[src/rtl/ihex_tx.sv]
// Intel HEX record encoder: turns a (len, addr, type) descriptor plus buffered payload
// into ":LLAAAATT<DD..>CC" + EOL as a byte stream for the UART transmitter.
//
// state   | meaning
// --------+---------------------------------------------------------------
// S_IDLE  | waiting for i_start; descriptor latched on start
// S_COLON | presenting ':' to the UART
// S_HDR   | presenting header digits (LEN, ADDR hi, ADDR lo, TYPE)
// S_FETCH | issuing a one-cycle buffer read for payload index idx
// S_LATCH | capturing read data and folding it into the checksum
// S_DATA  | presenting the two digits of the current payload byte
// S_SUM   | presenting the two checksum digits
// S_CR    | presenting carriage return (CRLF builds only)
// S_LF    | presenting line feed
// S_DONE  | one-cycle completion pulse
module ihex_tx #(
   parameter bit EOL_CRLF = 1'b1
) (
   input  logic        i_clk,
   input  logic        i_reset,
   input  logic        i_start,
   input  logic [7:0]  i_len,
   input  logic [15:0] i_addr,
   input  logic [7:0]  i_type,
   output logic        o_rd_en,
   output logic [7:0]  o_rd_addr,
   input  logic [7:0]  i_rd_data,
   output logic [7:0]  o_tx_data,
   output logic        o_tx_stb,
   input  logic        i_tx_busy,
   output logic        o_busy,
   output logic        o_done
);

   typedef enum logic [3:0] {
      S_IDLE, S_COLON, S_HDR, S_FETCH, S_LATCH, S_DATA, S_SUM, S_CR, S_LF, S_DONE
   } state_t;

   state_t      state_q, state_d;
   logic        nib_q, nib_d;
   logic [1:0]  fld_q, fld_d;
   logic [8:0]  idx_q, idx_d;
   logic [7:0]  len_q, len_d;
   logic [15:0] addr_q, addr_d;
   logic [7:0]  type_q, type_d;
   logic [7:0]  data_q, data_d;
   logic [7:0]  sum_q, sum_d;

   logic [7:0]  cur_byte;
   logic [3:0]  nibble;
   logic [7:0]  hex_char;

   always_ff @(posedge i_clk or posedge i_reset) begin
      if (i_reset) begin
         state_q <= S_IDLE;
         nib_q   <= 1'b0;
         fld_q   <= 2'd0;
         idx_q   <= 9'd0;
         len_q   <= 8'd0;
         addr_q  <= 16'd0;
         type_q  <= 8'd0;
         data_q  <= 8'd0;
         sum_q   <= 8'd0;
      end else begin
         state_q <= state_d;
         nib_q   <= nib_d;
         fld_q   <= fld_d;
         idx_q   <= idx_d;
         len_q   <= len_d;
         addr_q  <= addr_d;
         type_q  <= type_d;
         data_q  <= data_d;
         sum_q   <= sum_d;
      end
   end

   // Byte currently being rendered as two hex digits
   always_comb begin
      cur_byte = data_q;
      case (state_q)
         S_HDR: begin
            case (fld_q)
               2'd0:    cur_byte = len_q;
               2'd1:    cur_byte = addr_q[15:8];
               2'd2:    cur_byte = addr_q[7:0];
               default: cur_byte = type_q;
            endcase
         end
         S_SUM:   cur_byte = 8'h00 - sum_q;
         default: cur_byte = data_q;
      endcase
      nibble   = nib_q ? cur_byte[3:0] : cur_byte[7:4];
      hex_char = (nibble < 4'd10) ? (8'h30 + {4'h0, nibble}) : (8'h37 + {4'h0, nibble});
   end

   always_comb begin
      state_d   = state_q;
      nib_d     = nib_q;
      fld_d     = fld_q;
      idx_d     = idx_q;
      len_d     = len_q;
      addr_d    = addr_q;
      type_d    = type_q;
      data_d    = data_q;
      sum_d     = sum_q;
      o_tx_stb  = 1'b0;
      o_tx_data = 8'h00;
      o_rd_en   = 1'b0;
      o_rd_addr = 8'h00;
      o_done    = 1'b0;
      o_busy    = (state_q != S_IDLE);

      case (state_q)
         S_IDLE: begin
            if (i_start) begin
               len_d   = i_len;
               addr_d  = i_addr;
               type_d  = i_type;
               sum_d   = 8'h00;
               state_d = S_COLON;
            end
         end
         S_COLON: begin
            o_tx_stb  = 1'b1;
            o_tx_data = 8'h3A;
            if (!i_tx_busy) begin
               fld_d   = 2'd0;
               nib_d   = 1'b0;
               state_d = S_HDR;
            end
         end
         S_HDR: begin
            o_tx_stb  = 1'b1;
            o_tx_data = hex_char;
            if (!i_tx_busy) begin
               if (!nib_q) begin
                  nib_d = 1'b1;
               end else begin
                  nib_d = 1'b0;
                  sum_d = sum_q + cur_byte;
                  if (fld_q == 2'd3) begin
                     idx_d   = 9'd0;
                     state_d = (len_q == 8'd0) ? S_SUM : S_FETCH;
                  end else begin
                     fld_d = fld_q + 2'd1;
                  end
               end
            end
         end
         S_FETCH: begin
            o_rd_en   = 1'b1;
            o_rd_addr = idx_q[7:0];
            state_d   = S_LATCH;
         end
         S_LATCH: begin
            data_d  = i_rd_data;
            sum_d   = sum_q + i_rd_data;
            nib_d   = 1'b0;
            state_d = S_DATA;
         end
         S_DATA: begin
            o_tx_stb  = 1'b1;
            o_tx_data = hex_char;
            if (!i_tx_busy) begin
               if (!nib_q) begin
                  nib_d = 1'b1;
               end else begin
                  nib_d = 1'b0;
                  idx_d = idx_q + 9'd1;
                  // 9-bit compare so LEN=255 stops after index 254 without wrapping
                  state_d = (idx_q + 9'd1 == {1'b0, len_q}) ? S_SUM : S_FETCH;
               end
            end
         end
         S_SUM: begin
            o_tx_stb  = 1'b1;
            o_tx_data = hex_char;
            if (!i_tx_busy) begin
               if (!nib_q) begin
                  nib_d = 1'b1;
               end else begin
                  nib_d   = 1'b0;
                  state_d = EOL_CRLF ? S_CR : S_LF;
               end
            end
         end
         S_CR: begin
            o_tx_stb  = 1'b1;
            o_tx_data = 8'h0D;
            if (!i_tx_busy) state_d = S_LF;
         end
         S_LF: begin
            o_tx_stb  = 1'b1;
            o_tx_data = 8'h0A;
            if (!i_tx_busy) state_d = S_DONE;
         end
         S_DONE: begin
            o_done  = 1'b1;
            state_d = S_IDLE;
         end
         default: state_d = S_IDLE;
      endcase
   end

endmodule
[config.mk]
export PLATFORM = sky130hd
export DESIGN_NAME = ihex_tx
export DESIGN_NICKNAME = d
export VERILOG_FILES = /design/src/rtl/ihex_tx.sv
export SDC_FILE = /design/constraint.sdc
export NUM_CORES = 1
export LEC_CHECK = 0
export BUFFER_PORTS_ARGS = -buffer_cell sky130_fd_sc_hd__buf_4
export CAP_MARGIN = 5
export CORE_AREA = 2 2 90 92
export DETAILED_ROUTE_END_ITERATION = 10
export DIE_AREA = 0 0 92 94
export HOLD_SLACK_MARGIN = 0.08
export PLACE_DENSITY = 0.86
export SETUP_SLACK_MARGIN = 0.4
export SYNTH_ARGS = -nofsm -noshare
export SYNTH_HDL_FRONTEND = slang
export SYNTH_SLANG_ARGS = --single-unit
[constraint.sdc]
create_clock -name i_clk -period 8.96 [get_ports i_clk]
set_input_delay 1.792 -clock i_clk [delete_from_list [all_inputs] [get_ports i_clk]]
set_output_delay 1.792 -clock i_clk [all_outputs]
set_load 0.02 [all_outputs]
==> metrics.md, run 1 <==
| Metric | Value |
|---|---|
| Least-Margin Pin Slew | `910 ps` |
| Crit-path slowest cell | `or4b_4` |
| # nets final | `569` |
| Number of buffers created by CTS | `9` |
| WHS Path Cells | `2` |
| YS warnings | `0` |
| Die area | `0.00865 mm²` |
| Endpoints failing setup | `0` |
| Cells after synthesis | `461` |
| Leading area contributor after synthesis | `dfrtp_1` |
| Largest net degree at the start of global routing | `65` |
| DR vias/cell | `6.22` |
| Worst Skew | `13.0 ps` |
| Sequential area share after synthesis | `38.2%` |
| Pwr dens | `380 mW/mm²` |
| Fraction of registers with async set or reset after synthesis | `100%` |
| Clk_lat worst skew | `350 ps` |
| Crit-path cells | `or4b_4 -> a211o_1 -> a31oi_1 -> and2_1 -> nor2_1 -> ha_1 -> nor3_1 -> a211o_1 -> o211ai_1 -> and4b_1 -> buf_4` |
| Final GP Congestion | `1.04` |
| Logic pwr share | `56.0%` |
| Root Driver | `clkbuf_8` |
| WHS Endpoint | `data_q[7]$_DFFE_PP0P_` |
| Max transition margin | `38.9%` |
| Final Max Slew Viols | `0` |
| Ant diodes | `0` |
| Most common cell in the synthesized netlist | `dfrtp_1` |
| Synthesized cell area | `0.00419 mm²` |
| DP HPWL | `7760 µm` |
| Tmin final | `5450 ps` |
| Main synth FF type | `dfrtp_1` |
| Int Power | `997 µW` |
| Clk pin slew, worst setup/hold paths | `80 ps` |
| Syn nets | `520` |
| Top cell type's share of synthesized area | `38.2%` |
| Worst EP arrival | `3660 ps` |
| Delay-heaviest family, CP | `simple AND/OR/NAND/NOR gates` |
| Hold Crit Class | `reg -> reg` |
| Remaining Overflow, GRT | `0` |
| Cts repair resizes | `0` |
| Startpoint types | `flip-flop` |
| HP Start | `data_q[7]$_DFFE_PP0P_` |
| Critical Path Most Common Cell | `a211o_1` |
| Status | `completed` |
| Drc violations | `0` |
| Initial Util | `55.1%` |
| Final-report hold violation count | `0` |
| Site Rows | `32` |
| Worst EP required | `7170 ps` |
| Share of cells above drive strength 1 | `23.1%` |
| Worst Path Class, Setup | `reg -> out` |
| Clk pwr share | `13.5%` |
| R2R setup slack | `5040 ps` |
| P_leak | `2.20 nW` |
| Initial antenna violation count | `0` |
| Dominant cells by area after synthesis | `dfrtp_1 38%, mux2_2 8.6%, nand2_1 5.6%, ha_1 4.2%, o21ai_0 3.2%` |
| Switch share | `46.3%` |
| Tcrit/Tclk final | `60.9%` |
| PortBufs | `62` |
| Crit Reg-Reg Startpoint | `state_q[2]$_DFFE_PP0P_` |
| Post-synth cell types | `65` |
| Max Fclk | `183 MHz` |
| All-Layer GR Usage | `25.2%` |
| Core area | `0.00761 mm²` |
| Vias in the first global route | `3,538` |
| H-tree Lvls | `3` |
| Per-cell routed wire length | `17.1 µm` |
| Final std cells w/o fill | `617` |
| Synth top cells by count | `64 x dfrtp_1, 63 x nand2_1, 32 x mux2_2` |
| Final TNS setup | `0 ps` |
| Post-CTS setup buffer count | `0` |
| WP buf/inv | `1` |
| Mean Syn Cell Area | `9.09 µm²` |
| Reg2reg path depth | `13` |
| Critical path fanouts, max | `26` |
| Die W | `92 µm` |
| RSZ-0062 raised after global routing | `false` |
| Via count | `3,839` |
| P_sw | `859 µW` |
| Post-DRT Antenna Nets | `0` |
| Sequential power share | `30.5%` |
| Iter 0 DRT Violations | `308` |
| Cts hold-fix bufs | `0` |
| Clock Tree Buf Depth | `2` |
| Layout overhead on the synthesized area | `16.4%` |
| Post-synth EDFFs | `0` |
| Worst Setup SP | `state_q[2]$_DFFE_PP0P_` |
| IO Pins | `64` |
| Placed cell count | `601` |
| Setup crit end kind | `primary output` |
| RR Endpoint | `sum_q[7]$_DFFE_PP0P_` |
| CP max stage delay | `720 ps` |
| Total wire length | `10,500 µm` |
| Clock Sinks | `64` |
| Detailed Routing Iterations Pass 1 | `5` |
| VDD IR max | `0.174 mV` |
| First-pass GRT wire length | `17,000 µm` |
| CTS tree | `yes` |
| Register bit count reported by yosys | `64` |
| Max Cap Violations | `0` |
| Chip height | `94 µm` |
worst reg2reg max path, stage by stage, from the launching register on:
cell	delay, ps
dfrtp_1	650
or4b_4	720
a211o_1	290
a31oi_1	300
nand2_1	110
nand2_1	120
ha_1	250
a21o_1	200
a211o_1	300
o211ai_1	140
a21oi_1	120
xnor2_1	150
or4_1	400
o21ai_1	100
state kept, by name, summed over array words and instances (netlist names), 2 cells and up:
register and flops:
data_q 8, len_q 8, sum_q 8, idx_q 9
fld_q 2, type_q 8, state_q 4, addr_q 16
layer usage:
metal / track usage, % / vias to the layer above / part of all wire [%]
met5: 0 / - / 0
met4: 11.2 / 0 / 3.2
met3: 5.78 / 37 / 6.8
met2: 41.7 / 184 / 48
met1: 31.7 / 1835 / 42
li1: - / 1783 / -
final cells by class:
| class | instances | area [µm²] |
|---|---|---|
| Timing Repair Buffer | 64 | 480 |
| Tap cell | 102 | 128 |
| Sequential cell | 64 | 1600 |
| Multi-Input combinational cell | 353 | 2410 |
| Clock buffer | 11 | 141 |
| Inverter | 18 | 67.6 |
| Fill cell | 636 | 2730 |
| Clock inverter | 5 | 56.3 |
stage by stage:
step	instance area, µm²	power, mW	setup WS (ps)	hold WS [ps]	util [%]
after global placement	4680	1.54	4060	471	61.6
after detailed placement	4680	1.58	3940	454	61.6
final	4880	1.86	3510	486	64.2
after global routing	4880	1.99	3210	498	64.2
after floorplan	4190	1.30	4410	438	-
after CTS	4880	1.84	3560	484	64.2
worst max-delay path by stage:
stage                               to  slack (ps)  cells past startpoint
final                     o_tx_data[4]        3510                     11
after global routing      o_tx_data[4]        3210                     11
after CTS                 o_tx_data[4]        3560                     11
after detailed placement  o_tx_data[4]        3940                     11
after global placement    o_tx_data[4]        4060                     11
after floorplan           o_tx_data[4]        4410                     12
logic make-up (layout without fill, tap and decap cells):
group | count (synthesis) | after routing | synth area share, %
AO/OA/AOI/OAI | 115 | 115 | 19.4
buffers and inverters | 44 | 98 | 4.39
other | 1 | 1 | 0.0894
AND/OR/NAND/NOR | 170 | 170 | 20.5
flip-flops | 64 | 64 | 38.2
adder cells (fa/ha/maj) | 15 | 15 | 4.66
multiplexers | 33 | 33 | 8.83
XOR/XNOR | 19 | 19 | 3.97
placed cells by master (no fill, tap or decap), types with 3 or more instances in the layout:
master	count
dfrtp_1	64
buf_4	64
nand2_1	63
mux2_2	32
nor2_1	27
o21ai_0	27
nor3_1	17
inv_1	16
ha_1	14
o21ai_1	13
a21oi_1	12
nor2b_1	11
xnor2_1	10
and2_1	10
clkbuf_8	10
xor2_1	9
a222oi_1	8
nand3_1	7
o31ai_1	7
nor4_1	6
nand2b_1	6
nand3b_1	5
a21o_1	5
a211oi_1	5
a211o_1	4
and3_1	3
a31oi_1	3
o41ai_1	3
o211ai_1	3
power by group through the flow:
stage	registers (mW)	clock network, mW	logic [mW]
2_1_floorplan	0.484	0	0.818
3_3_place_gp	0.560	0	0.976
3_5_place_dp	0.565	0	1.02
4_1_cts	0.561	0.254	1.03
5_1_grt	0.584	0.269	1.13
6_report	0.566	0.251	1.04
Note: power is estimated with default switching activity, not from simulation.
==> run 2: changes to the inputs <==
Clock period 8.96 ns to 5.4 ns, I/O delays scaled along.
==> run 2 against run 1 <==
Against the previous run: first-iteration DRC count up 25%; routed wire length up 1.0%; setup slack worse by 2800 ps; sequential power up 66%; largest cell class unchanged.
==> metrics.md, run 2 (synthesized netlist as in run 1, its figures left out) <==
| Metric | Value |
|---|---|
| Setup crit end | `o_tx_data[4] (unchanged)` |
| CTS tree | `yes (unchanged)` |
| Detailed Routing Iterations Pass 1 | `6 (was 5)` |
| Biggest regs | `addr_q (16), idx_q (9) (unchanged)` |
| Sequential power share | `31.0% (was 30.5%)` |
| RSZ-0062 raised after global routing | `false (unchanged)` |
| Worst Setup SP | `state_q[2]$_DFFE_PP0P_ (unchanged)` |
| PortBufs | `62 (unchanged)` |
| Number of buffers created by CTS | `9 (unchanged)` |
| Status | `completed (unchanged)` |
| First-pass GRT wire length | `17,400 µm (was 17,000 µm)` |
| Chip height | `94 µm (unchanged)` |
| Number of flip-flops under the largest register name | `16 (unchanged)` |
| Max transition margin | `36.7% (was 38.9%)` |
| Clock Tree Buf Depth | `2 (unchanged)` |
| RR Endpoint | `sum_q[7]$_DFFE_PP0P_ (unchanged)` |
| Placed cell count | `601 (unchanged)` |
| Cts hold-fix bufs | `0 (unchanged)` |
| Final Power | `3.04 mW (was 1.86 mW)` |
| Startpoint types | `flip-flop (unchanged)` |
| CP max stage delay | `710 ps (was 720 ps)` |
| R2R setup slack | `1580 ps (was 5040 ps)` |
| Root Driver | `clkbuf_8 (unchanged)` |
| DR vias/cell | `6.08 (was 6.22)` |
| Initial Util | `55.1% (unchanged)` |
| Critical Path Most Common Cell | `a211o_1 (unchanged)` |
| Die W | `92 µm (unchanged)` |
| Final GP Congestion | `1.04 (about the same)` |
| Clock Sinks | `64 (unchanged)` |
| DP HPWL | `7770 µm (was 7760 µm)` |
| Max Cap Violations | `0 (unchanged)` |
| Final-report hold violation count | `0 (unchanged)` |
| Remaining Overflow, GRT | `0 (unchanged)` |
| Final TNS setup | `0 ps (unchanged)` |
| Switch share | `47.1% (was 46.3%)` |
| Most frequent cells in the layout | `64 x dfrtp_1, 64 x buf_4, 63 x nand2_1 (unchanged)` |
| # nets final | `569 (unchanged)` |
| Delay-heaviest family, CP | `simple AND/OR/NAND/NOR gates (unchanged)` |
| Die area | `0.00865 mm² (unchanged)` |
| Post-DRT Antenna Nets | `0 (unchanged)` |
| Final std cells w/o fill | `617 (unchanged)` |
| P_sw | `1.43 mW (was 859 µW)` |
| Worst Path Class, Setup | `reg -> out (unchanged)` |
| Layout overhead on the synthesized area | `16.0% (was 16.4%)` |
| Ant diodes | `0 (unchanged)` |
| IO Pins | `64 (unchanged)` |
| Per-cell routed wire length | `17.2 µm (was 17.1 µm)` |
| Crit-path cells | `or4b_4 -> a211o_1 -> a31oi_1 -> and2_1 -> nor2_1 -> ha_1 -> nor3b_1 -> a211o_1 -> o211ai_1 -> and4b_1 -> buf_4 (was or4b_4 -> a211o_1 -> a31oi_1 -> and2_1 -> nor2_1 -> ha_1 -> nor3_1 -> a211o_1 -> o211ai_1 -> and4b_1 -> buf_4)` |
| Iter 0 DRT Violations | `384 (was 308)` |
| Biggest register | `addr_q (unchanged)` |
| Reg2reg path depth | `13 (unchanged)` |
| Clk pin slew, worst setup/hold paths | `80 ps (about the same)` |
| Crit-path slowest cell | `or4b_4 (unchanged)` |
| Total wire length | `10,600 µm (was 10,500 µm)` |
| Site Rows | `32 (unchanged)` |
| All-Layer GR Usage | `25.4% (was 25.2%)` |
| Worst Skew | `6.76 ps (was 13.0 ps)` |
| Post-CTS setup buffer count | `0 (unchanged)` |
| Worst EP required | `4320 ps (was 7170 ps)` |
| Endpoints failing setup | `0 (unchanged)` |
| P_leak | `2.19 nW (was 2.20 nW)` |
| Worst EP arrival | `3650 ps (was 3660 ps)` |
| Clk_lat worst skew | `350 ps (about the same)` |
| Final Max Slew Viols | `0 (unchanged)` |
| Pwr dens | `625 mW/mm² (was 380 mW/mm²)` |
| Logic pwr share | `56.3% (was 56.0%)` |
| Hold Crit Class | `reg -> reg (unchanged)` |
| VDD IR max | `0.298 mV (was 0.174 mV)` |
| Least-Margin Pin Slew | `943 ps (was 910 ps)` |
| Stages on worst setup path | `11 (unchanged)` |
| Crit Reg-Reg Startpoint | `state_q[2]$_DFFE_PP0P_ (unchanged)` |
| Initial antenna violation count | `0 (unchanged)` |
| Critical path fanouts, max | `26 (unchanged)` |
| Tcrit/Tclk final | `87.5%` |
| Setup crit end kind | `primary output (unchanged)` |
| Share of cells above drive strength 1 | `23.3% (was 23.1%)` |
| Int Power | `1.61 mW (was 997 µW)` |
| Clk pwr share | `12.7% (was 13.5%)` |
| Largest net degree at the start of global routing | `65 (unchanged)` |
| Via count | `3,752 (was 3,839)` |
| Vias in the first global route | `3,568 (was 3,538)` |
| Cts repair resizes | `0 (unchanged)` |
| Hold Slack | `489 ps (was 486 ps)` |
| Layout fillers | `629 (was 636)` |
| Core area | `0.00761 mm² (unchanged)` |
| Drc violations | `0 (unchanged)` |
| WP buf/inv | `1 (unchanged)` |
| H-tree Lvls | `3 (unchanged)` |
| Tmin final | `4730 ps` |
| Max Fclk | `212 MHz` |
| HP Start | `data_q[1]$_DFFE_PP0P_ (was data_q[7]$_DFFE_PP0P_)` |
## run 2: changes by cell type in the layout (fill, tap and decap cells not counted), sizes merged
cell      change
clkbuf        -1
bufinv        -1
inv           +1
clkinvlp      +1
## run 2: power groups by stage
stage	Combinational, mW	Clock, mW	Sequential (mW)
floorplan	1.36	0	0.803
global placement	1.62	0	0.930
detailed placement	1.68	0	0.942
CTS	1.70	0.388	0.933
global route	1.88	0.408	0.967
finish	1.71	0.387	0.942
## run 2: routing by layer
metal	wire, µm	part of all wire (%)	global-route usage (%)
met4	239	2.2	10.3
met2	5240	49	42.2
met5	0	0	0
met1	4370	41	32.4
met3	790	7.4	5.70
## run 2: stage by stage
stage               utilization, %  instance area, µm²  setup WS [ps]
floorplan                        -                4190           1560
global placement              61.6                4680           1210
detailed placement            61.6                4680           1100
CTS                           63.9                4860            720
global route                  63.9                4860            482
finish                        63.9                4860            672
## run 2: worst min path at each step
stage | end | depth (start not counted)
after detailed placement | data_q[1]$_DFFE_PP0P_ | 2
after CTS | data_q[1]$_DFFE_PP0P_ | 2
after global placement | data_q[7]$_DFFE_PP0P_ | 2
final | data_q[1]$_DFFE_PP0P_ | 2
after floorplan | data_q[7]$_DFFE_PP0P_ | 2
after global routing | addr_q[9]$_DFFE_PP0P_ | 1
## run 2: layout make-up
cell class / count / area [µm²] / area share (%)
Multi-Input combinational cell: 353 / 2410 / 49.5
Clock buffer: 10 / 138 / 2.83
Inverter: 18 / 67.6 / 1.39
Clock inverter: 6 / 42.5 / 0.874
Tap cell: 102 / 128 / 2.62
Sequential cell: 64 / 1600 / 32.9
Timing Repair Buffer: 64 / 480 / 9.88
## run 2: worst min-delay path: stages (launching register included)
cell,delay [ps]
dfrtp_1,350
nand2_1,50
nand2_1,50
==> run 3: changes to the inputs <==
Settings changed: ABC_AREA set to 1, CORE_AREA 2 2 90 92 to 2 2 91 93, DIE_AREA 0 0 92 94 to 0 0 93 95.
==> run 3 against run 2 <==
Against the previous run: final cell count is 22% higher; via count is 9.4% higher; sequential power is 8.9% lower; clock skew up 7.7 ps; setup slack improved by 900 ps; die area up 2.2%; sequential cell count unchanged; critical path depth is 2 higher; critical endpoint is now o_tx_data[6].
==> metrics.md, run 3 <==
| Metric | Value |
|---|---|
| Clk pin slew, worst setup/hold paths | `70 ps (was 80 ps)` |
| Cts repair resizes | `0 (unchanged)` |
| Hold Crit Class | `reg -> reg (unchanged)` |
| Chip height | `95 µm (was 94 µm)` |
| Iter 0 DRT Violations | `298 (was 384)` |
| Synth top cells by count | `181 x nand2_1, 64 x dfrtp_1, 64 x nand3_1 (was 64 x dfrtp_1, 63 x nand2_1, 32 x mux2_2)` |
| Setup crit end kind | `primary output (unchanged)` |
| YS warnings | `0 (unchanged)` |
| Cts hold-fix bufs | `0 (unchanged)` |
| Worst EP required | `4320 ps (about the same)` |
| Status | `completed (unchanged)` |
| Most common cell in the synthesized netlist | `nand2_1 (was dfrtp_1)` |
| Area after DPL | `0.00482 mm² (was 0.00468 mm²)` |
| All-Layer GR Usage | `25.8% (was 25.4%)` |
| Cells after synthesis | `580 (was 461)` |
| Worst Skew | `14.5 ps (was 6.76 ps)` |
| Final GP Congestion | `0.988 (was 1.04)` |
| # nets final | `700 (was 569)` |
| Mean Syn Cell Area | `7.37 µm² (was 9.09 µm²)` |
| Biggest register | `addr_q (unchanged)` |
| Dominant cells by area after synthesis | `dfrtp_1 37%, nand2_1 16%, nand3_1 7.5%, mux2_2 6.1%, inv_1 5.4% (was dfrtp_1 38%, mux2_2 8.6%, nand2_1 5.6%, ha_1 4.2%, o21ai_0 3.2%)` |
| IO Pins | `64 (unchanged)` |
| P_leak | `2.70 nW (was 2.19 nW)` |
| Post-CTS setup buffer count | `0 (unchanged)` |
| Endpoints failing setup | `0 (unchanged)` |
| Tcrit/Tclk final | `70.8% (was 87.5%)` |
| Remaining Overflow, GRT | `0 (unchanged)` |
| Share of cells above drive strength 1 | `21.8% (was 23.3%)` |
| Post-synth EDFFs | `0 (unchanged)` |
| Detailed Routing Iterations Pass 1 | `7 (was 6)` |
| Largest net degree at the start of global routing | `65 (unchanged)` |
| Pwr dens | `637 mW/mm² (was 625 mW/mm²)` |
| Top cell type's share of synthesized area | `37.4% (was 38.2%)` |
| Root Driver | `clkbuf_8 (unchanged)` |
| Final Cell Area | `0.00501 mm² (was 0.00486 mm²)` |
| Max Fclk | `261 MHz (was 212 MHz)` |
| Clock Tree Buf Depth | `2 (unchanged)` |
| Commonest non-fill, non-tap cell in the layout | `nand2_1` |
| Max Cap Violations | `0 (unchanged)` |
| First-pass GRT wire length | `18,000 µm (was 17,400 µm)` |
| PortBufs | `62 (unchanged)` |
| Fraction of registers with async set or reset after synthesis | `100% (unchanged)` |
| Die area | `0.00884 mm² (was 0.00865 mm²)` |
| Number of flip-flops under the largest register name | `16 (unchanged)` |
| Number of buffers created by CTS | `9 (unchanged)` |
| Sequential area share after synthesis | `37.4% (was 38.2%)` |
| Initial Util | `53.9% (was 55.1%)` |
| Leading area contributor after synthesis | `dfrtp_1 (unchanged)` |
| Via count | `4,104 (was 3,752)` |
| VDD IR max | `0.269 mV (was 0.298 mV)` |
| Most frequent cells in the layout | `181 x nand2_1, 64 x nand3_1, 64 x dfrtp_1, 64 x buf_4, 60 x inv_1 (was 64 x dfrtp_1, 64 x buf_4, 63 x nand2_1)` |
| Least-Margin Pin Slew | `826 ps (was 943 ps)` |
| Final Max Slew Viols | `0 (unchanged)` |
| Clock Sinks | `64 (unchanged)` |
| Tmin final | `3820 ps (was 4730 ps)` |
| Biggest regs | `addr_q (16), idx_q (9) (unchanged)` |
| Per-cell routed wire length | `14.4 µm (was 17.2 µm)` |
| Max transition margin | `45.0% (was 36.7%)` |
| Ant diodes | `0 (unchanged)` |
| Final TNS setup | `0 ps (unchanged)` |
| DR vias/cell | `5.46 (was 6.08)` |
| Die W | `93 µm (was 92 µm)` |
| Initial antenna violation count | `0 (unchanged)` |
| CTS tree | `yes (unchanged)` |
| Core area | `0.00793 mm² (was 0.00761 mm²)` |
| Site Rows | `33 (was 32)` |
| Register bit count reported by yosys | `64 (unchanged)` |
| Synthesized cell area | `0.00428 mm² (was 0.00419 mm²)` |
| Post-DRT Antenna Nets | `0 (unchanged)` |
| Post-synth cell types | `40 (was 65)` |
| Clk_lat worst skew | `350 ps (about the same)` |
| Main synth FF type | `dfrtp_1 (unchanged)` |
| DP HPWL | `8260 µm (was 7770 µm)` |
| Critical path fanouts, max | `10 (was 26)` |
| Vias in the first global route | `3,865 (was 3,568)` |
| Worst Path Class, Setup | `reg -> out (unchanged)` |
| Worst EP arrival | `2740 ps (was 3650 ps)` |
| Layout overhead on the synthesized area | `17.3% (was 16.0%)` |
| Final-report hold violation count | `0 (unchanged)` |
| RSZ-0062 raised after global routing | `false (unchanged)` |
| H-tree Lvls | `3 (unchanged)` |
| Total wire length | `10,800 µm (was 10,600 µm)` |
| Drc violations | `0 (unchanged)` |
| Syn nets | `639 (was 520)` |
| Startpoint types | `flip-flop (unchanged)` |
==> run 3: critical path, stage by stage (launching register included) <==
cell and delay (ps):
dfrtp_1 370, ha_1 320, clkinv_1 300, nor2_1 250, nand2_1 80, nand3_1 120
nand3_1 70, nand2_1 140, inv_1 80, ha_1 200, inv_1 60, nor2_1 50
nor3_1 190, buf_4 180
==> run 3: stage by stage <==
stage                     utilization, %  setup WS (ps)  total power, mW  hold slack, ps  std cells
after global placement              60.8           2150             2.66             463        735
after floorplan                        -           2160             2.26             442        580
final                               63.3           1580             3.19             495        751
after CTS                           63.3           1660             3.17             497        751
after detailed placement            60.8           2040             2.74             474        735
after global routing                63.3           1310             3.47             499        751
==> run 3: per-layer routing <==
metal | global-route usage, % | part of all wire, % | up-vias
met5 | 0 | 0 | -
met4 | 8.82 | 2.0 | 0
met3 | 4.23 | 6.6 | 24
met2 | 43.5 | 48 | 167
met1 | 34.0 | 43 | 1901
li1 | - | - | 2012
==> run 3: cell families after synthesis <==
logic type / share of synthesized area, %
fa+ha+maj: 4.56
flops: 37.4
simple gates: 35.4
xor+xnor: 1.23
buf+inv: 8.07
mux: 6.06
other cells: 0.0877
compound gates: 7.17
==> run 3: area by class of cell <==
cell class	instances	area [µm²]
multi-input combinational	430	2330
clock buffer	10	128
tap	105	131
sequential	64	1600
inverter	72	275
fill	668	2910
clock inverter	6	68.8
timing repair buffer	64	480
==> run 3: power by group <==
group | leakage (nW) | internal, mW | switching (mW)
clock | 0.0968 | 0.216 | 0.207
sequential | 0.756 | 0.688 | 0.171
combinational | 1.84 | 0.716 | 1.20
total | 2.70 | 1.62 | 1.58
==> run 3: worst paths after layout <==
check                                 startpoint                     end  cells past startpoint  slack [ps]
setup / recovery            fld_q[0]$_DFFE_PP0P_            o_tx_data[6]                     13        1580
hold / removal             data_q[6]$_DFFE_PP0P_   data_q[6]$_DFFE_PP0P_                      2         490
setup reg to reg            fld_q[0]$_DFFE_PP0P_    sum_q[6]$_DFFE_PP0P_                     17        2250
hold reg to reg            data_q[6]$_DFFE_PP0P_   data_q[6]$_DFFE_PP0P_                      2         490
max in group asynchronous                i_reset   data_q[6]$_DFFE_PP0P_                      3        3880
min in group asynchronous                i_reset  state_q[3]$_DFFE_PP0P_                      3         950
